[config.mk]
export PLATFORM = sky130hd
export DESIGN_NAME = seg_pipe_adder
export DESIGN_NICKNAME = d
export VERILOG_FILES = /design/src/rtl/seg_pipe_adder.sv
export SDC_FILE = /design/constraint.sdc
export NUM_CORES = 1
export LEC_CHECK = 0
export ABC_AREA = 1
export ABC_CLOCK_PERIOD_IN_PS = 2300
export BUFFER_PORTS_ARGS = -buffer_cell sky130_fd_sc_hd__buf_2
export CORE_UTILIZATION = 58
export DETAILED_ROUTE_END_ITERATION = 8
export PLACE_DENSITY = 0.89
export SYNTH_ARGS = -nofsm -noshare
export SYNTH_HDL_FRONTEND = slang
export SYNTH_SLANG_ARGS = --single-unit
[constraint.sdc]
create_clock -name clk -period 2.3 [get_ports clk]
set_input_delay 0.345 -clock clk [delete_from_list [all_inputs] [get_ports clk]]
set_output_delay 0.345 -clock clk [all_outputs]
set_load 0.01 [all_outputs]
[src/rtl/seg_pipe_adder.sv]
// Segmented pipelined adder/subtractor: one SEG_W-bit segment per stage with the
// carry registered between stages, and a global-stall valid/ready handshake.
module seg_pipe_adder #(
    parameter int WIDTH = 32,
    parameter int SEG_W = 8
) (
    input  logic             clk,
    input  logic             rst_n,
    input  logic             in_valid,
    output logic             in_ready,
    input  logic [WIDTH-1:0] a,
    input  logic [WIDTH-1:0] b,
    input  logic             cin,
    input  logic             sub,
    output logic             out_valid,
    input  logic             out_ready,
    output logic [WIDTH-1:0] sum,
    output logic             cout,
    output logic             ovf
);
    localparam int STAGES = WIDTH / SEG_W;
    localparam int MSB    = WIDTH - 1;

    logic             advance;
    logic [WIDTH-1:0] a_in  [STAGES];
    logic [WIDTH-1:0] b_in  [STAGES];
    logic [WIDTH-1:0] s_in  [STAGES];
    logic             c_in  [STAGES];
    logic             v_in  [STAGES];
    logic [WIDTH-1:0] s_nxt [STAGES];
    logic             c_nxt [STAGES];
    logic [SEG_W:0]   seg_add;
    logic             ovf_nxt;

    logic [WIDTH-1:0] a_p   [STAGES];
    logic [WIDTH-1:0] b_p   [STAGES];
    logic [WIDTH-1:0] s_p   [STAGES];
    logic             c_p   [STAGES];
    logic             vld_p [STAGES];
    logic             ovf_p;

    function automatic logic ovf_f(input logic a_msb, input logic b_msb, input logic s_msb);
        return (a_msb == b_msb) && (s_msb != a_msb);
    endfunction

    assign advance  = !vld_p[STAGES-1] || out_ready;
    assign in_ready = advance;

    // Stage k adds segment k; earlier stages' registers feed the next stage.
    always_comb begin
        a_in[0] = a;
        b_in[0] = sub ? ~b : b;
        s_in[0] = '0;
        c_in[0] = sub ? ~cin : cin;
        v_in[0] = in_valid;
        for (int k = 1; k < STAGES; k++) begin
            a_in[k] = a_p[k-1];
            b_in[k] = b_p[k-1];
            s_in[k] = s_p[k-1];
            c_in[k] = c_p[k-1];
            v_in[k] = vld_p[k-1];
        end
        seg_add = '0;
        for (int k = 0; k < STAGES; k++) begin
            seg_add = {1'b0, a_in[k][k*SEG_W +: SEG_W]}
                    + {1'b0, b_in[k][k*SEG_W +: SEG_W]}
                    + (SEG_W+1)'(c_in[k]);
            s_nxt[k] = s_in[k];
            s_nxt[k][k*SEG_W +: SEG_W] = seg_add[SEG_W-1:0];
            c_nxt[k] = seg_add[SEG_W];
        end
        ovf_nxt = ovf_f(a_in[STAGES-1][MSB], b_in[STAGES-1][MSB], s_nxt[STAGES-1][MSB]);
    end

    // Pipeline registers: every stage shifts together or holds together.
    always_ff @(posedge clk or negedge rst_n) begin
        if (!rst_n) begin
            for (int k = 0; k < STAGES; k++) begin
                vld_p[k] <= 1'b0;
                a_p[k]   <= '0;
                b_p[k]   <= '0;
                s_p[k]   <= '0;
                c_p[k]   <= 1'b0;
            end
            ovf_p <= 1'b0;
        end else if (advance) begin
            for (int k = 0; k < STAGES; k++) begin
                vld_p[k] <= v_in[k];
                a_p[k]   <= a_in[k];
                b_p[k]   <= b_in[k];
                s_p[k]   <= s_nxt[k];
                c_p[k]   <= c_nxt[k];
            end
            ovf_p <= ovf_nxt;
        end
    end

    assign out_valid = vld_p[STAGES-1];
    assign sum       = s_p[STAGES-1];
    assign cout      = c_p[STAGES-1];
    assign ovf       = ovf_p;

endmodule

==> impl_metrics.xml <==
<?xml version="1.0" encoding="UTF-8"?>
<metrics>
  <group name="final_layout">
    <metric name="final_layout_size_suffix_gt1_frac" unit="">0.138</metric>
    <metric name="most_common_library_cell_in_the_layout_ignoring_fill_and_taps" unit="">sky130_fd_sc_hd__nand2_1</metric>
    <metric name="insertedDiodeCount" unit="">0</metric>
    <metric name="stdcell_count" unit="">1277</metric>
    <metric name="most-common-layout-cells" unit="">sky130_fd_sc_hd__nand2_1, sky130_fd_sc_hd__dfrtp_1, sky130_fd_sc_hd__o21ai_0</metric>
    <metric name="postLayoutCoreUtil" unit="">0.677</metric>
    <metric name="area_grow_syn2layout" unit="%">14.6</metric>
    <metric name="finish.net_count" unit="">1187</metric>
  </group>
  <group name="timing">
    <metric name="slew_at_the_pin_with_the_worst_max_slew_slack" unit="ns">0.689</metric>
    <metric name="skew" unit="ns">0.00626</metric>
    <metric name="timing.slew.headroom" unit="">0.541</metric>
    <metric name="final_min_period_over_clock_period" unit="">0.836</metric>
    <metric name="setup_tns" unit="ns">0</metric>
    <metric name="period_needed" unit="ns">1.92</metric>
    <metric name="hold_slack_final" unit="ns">0.106</metric>
    <metric name="upper_clock_frequency_limit" unit="MHz">520</metric>
    <metric name="report.final.hold_viol_count" unit="">0</metric>
    <metric name="finalMaxSlewViolations" unit="">0</metric>
    <metric name="timing.final.setup_violations" unit="">0</metric>
    <metric name="rsz_0062_raised_after_global_routing" unit="">false</metric>
  </group>
  <group name="clock_network">
    <metric name="post-cts-setup-buffer-count" unit="">0</metric>
    <metric name="numCtsBuffers" unit="">17</metric>
    <metric name="cts.path.max_buffers" unit="">2</metric>
    <metric name="cts_htree_levels" unit="">4</metric>
    <metric name="clkLatencyLatePin" unit="ns">0.43</metric>
    <metric name="tritoncts_num_sinks" unit="">185</metric>
    <metric name="clock-root-buffer" unit="">sky130_fd_sc_hd__clkbuf_16</metric>
    <metric name="tritoncts_clock_tree" unit="">built</metric>
    <metric name="clk_pin_slew" unit="ns">0.07</metric>
  </group>
  <group name="placement">
    <metric name="gpl.final_weighted_congestion" unit="">0.827</metric>
    <metric name="placed_cells" unit="">1245</metric>
    <metric name="buffer_ports.inserted" unit="">105</metric>
    <metric name="detailedPlacementHpwl" unit="mm">11.9</metric>
  </group>
  <group name="die">
    <metric name="rows" unit="">44</metric>
    <metric name="ioPinCount" unit="">106</metric>
    <metric name="die_h" unit="µm">123</metric>
    <metric name="core_region_area" unit="mm²">0.0145</metric>
    <metric name="die-area" unit="mm²">0.0152</metric>
    <metric name="start_util" unit="">0.591</metric>
    <metric name="die_w" unit="µm">123</metric>
  </group>
  <group name="min_path">
    <metric name="min_path_type" unit="">primary input to flip-flop</metric>
  </group>
  <group name="detailed_routing">
    <metric name="avgViaCountPerCell" unit="">5.27</metric>
    <metric name="drt_first_pass_iters" unit="">6</metric>
    <metric name="postRouteWirelength" unit="mm">18.3</metric>
    <metric name="average_detailed_routed_wire_length_per_instance" unit="µm">14.3</metric>
    <metric name="drt.antenna.violating_nets" unit="">0</metric>
    <metric name="via_count" unit="">6731</metric>
    <metric name="drt_first_iter_violations" unit="">646</metric>
    <metric name="drt_drc_violations_left" unit="">0</metric>
  </group>
  <group name="synth">
    <metric name="synth_area_per_cell" unit="µm²">8.65</metric>
    <metric name="synth.net_count" unit="">1094</metric>
    <metric name="synth.yosys.seq_area_share" unit="">0.541</metric>
    <metric name="ys.flop_type" unit="">sky130_fd_sc_hd__dfrtp_1</metric>
    <metric name="synth_enable_flop_cells" unit="">0</metric>
    <metric name="synthCells" unit="">988</metric>
    <metric name="synthDistinctLibCells" unit="">21</metric>
    <metric name="synth.yosys.warnings" unit="">0</metric>
    <metric name="synth_top_area_frac" unit="">0.541</metric>
    <metric name="synthesis.area" unit="mm²">0.00855</metric>
    <metric name="synth.area.top_cells" unit="">sky130_fd_sc_hd__dfrtp_1, sky130_fd_sc_hd__nand2_1, sky130_fd_sc_hd__o21ai_0</metric>
    <metric name="post-synth-top-area-cell" unit="">sky130_fd_sc_hd__dfrtp_1</metric>
    <metric name="async_flop_share" unit="">1.00</metric>
    <metric name="ys_seq_elements" unit="">185</metric>
  </group>
  <group name="setup_path">
    <metric name="end_kind" unit="">flip-flop</metric>
    <metric name="timing.reg2reg.setup_slack" unit="ns">0.38</metric>
    <metric name="cp_max_fo" unit="">4</metric>
    <metric name="crit_path_start_kind" unit="">flip-flop</metric>
    <metric name="kind_of_critical_path" unit="">flip-flop to flip-flop</metric>
    <metric name="worst_ep_required_time" unit="ns">2.67</metric>
    <metric name="cp_data_arrival_time" unit="ns">2.29</metric>
  </group>
  <group name="status">
    <metric name="status" unit="">finished, final reports clean</metric>
  </group>
  <group name="global_route">
    <metric name="top_usage_layer_grt" unit="">met2</metric>
    <metric name="grt_max_degree" unit="">180</metric>
    <metric name="grt_overflow_total" unit="">0</metric>
    <metric name="grtUsageMet2" unit="">0.406</metric>
    <metric name="globalRouteMet3Util" unit="">0.0554</metric>
    <metric name="first_pass_grt_wire_length" unit="mm">30.8</metric>
    <metric name="grt_use_met1" unit="">0.367</metric>
    <metric name="gr-usage-all-layers" unit="">0.264</metric>
    <metric name="antenna_violations_before_repair" unit="">0</metric>
    <metric name="number_of_global_route_vias_before_repair" unit="">6426</metric>
  </group>
  <group name="run">
    <metric name="timing.max_cap.violations" unit="">0</metric>
  </group>
  <group name="power">
    <metric name="leakage_power" unit="nW">5.15</metric>
    <metric name="design_power" unit="W">0.0135</metric>
    <metric name="ir_drop" unit="µV">1270</metric>
    <metric name="power.density" unit="mW/mm²">1380</metric>
  </group>
</metrics>
-- final timing paths --
kind / start / end / cells after the start
setup / recovery: a_in[48]$_DFFE_PN0P_ / s_in[22]$_DFFE_PN0P_ / 7
hold reg to reg: s_in[69]$_DFFE_PN0P_ / s_in[37]$_DFFE_PN0P_ / 2
setup reg to reg: a_in[48]$_DFFE_PN0P_ / s_in[22]$_DFFE_PN0P_ / 7
max in group asynchronous: rst_n / b_in[73]$_DFFE_PN0P_ / 3
min in group asynchronous: rst_n / sum[6]$_DFFE_PN0P_ / 2
hold / removal: a[13] / a_in[77]$_DFFE_PN0P_ / 3
-- repair_timing --
| item | in CTS | in global routing |
|---|---|---|
| endpoints found under the hold margin | 58 | 0 |
| gates resized for setup | 0 | 0 |
| hold buffers | 1 | 0 |
-- critical path, cell delays in order (launching register included) --
cell and delay [ns]:
sky130_fd_sc_hd__dfrtp_1 0.40, sky130_fd_sc_hd__fa_1 0.48, sky130_fd_sc_hd__fa_1 0.45, sky130_fd_sc_hd__nand3_1 0.14, sky130_fd_sc_hd__nand3_1 0.11, sky130_fd_sc_hd__nand2_1 0.08
sky130_fd_sc_hd__nand3_1 0.09, sky130_fd_sc_hd__nand2_1 0.11
-- kinds of logic after synthesis --
logic type,count (synthesis),share of synthesized area
XOR/XNOR,39,0.0399
AND/OR/NAND/NOR,439,0.200
buffers and inverters,143,0.0705
AO/OA/AOI/OAI,146,0.0881
adder cells (fa/ha/maj),36,0.0597
flip-flops,185,0.541
-- layer usage --
layer	up-vias	wire length (µm)
li1	3275	-
met2	224	8440
met1	3182	8190
met4	0	540
met3	50	1100
met5	-	0
-- registers in the layout, summed over array words and instances (netlist names) --
name / count
out_valid: 1
s_in: 48
c_in: 3
v_in: 3
a_in: 48
b_in: 48
ovf: 1
cout: 1
sum: 32
-- power breakdown --
part	internal, W	leakage (nW)	total, W	switching, W
Combinational	0.00190	2.64	0.00518	0.00328
Sequential	0.00471	2.24	0.00551	0.000804
Clock	0.00157	0.274	0.00279	0.00122
Total	0.00817	5.15	0.0135	0.00530
-- synthesized netlist by cell type, types with 10 or more instances --
| library cell | number |
|---|---|
| sky130_fd_sc_hd__buf_2 | 23 |
| sky130_fd_sc_hd__nand2_1 | 381 |
| sky130_fd_sc_hd__xor2_1 | 10 |
| sky130_fd_sc_hd__nor2_1 | 16 |
| sky130_fd_sc_hd__dfrtp_1 | 185 |
| sky130_fd_sc_hd__inv_1 | 98 |
| sky130_fd_sc_hd__clkbuf_1 | 14 |
| sky130_fd_sc_hd__o21ai_0 | 121 |
| sky130_fd_sc_hd__a21oi_1 | 18 |
| sky130_fd_sc_hd__nand3_1 | 36 |
| sky130_fd_sc_hd__xnor2_1 | 29 |
| sky130_fd_sc_hd__ha_1 | 28 |
-- layout make-up --
| cell class | instances | area, µm² |
|---|---|---|
| Fill cell | 1072 | 4680 |
| Inverter | 99 | 374 |
| Timing Repair Buffer | 118 | 682 |
| Tap cell | 184 | 230 |
| Sequential cell | 185 | 4630 |
| Clock inverter | 11 | 95.1 |
| Clock buffer | 20 | 467 |
| Multi-Input combinational cell | 660 | 3320 |
-- stage by stage --
stage          cell area [µm²]  worst slack (ns)
2_1_floorplan             8550             0.287
3_3_place_gp              9220             0.402
3_5_place_dp              9220             0.332
4_1_cts                   9800             0.407
5_1_grt                   9800             0.238
6_report                  9800             0.376
(Power assumes the default switching activity.)
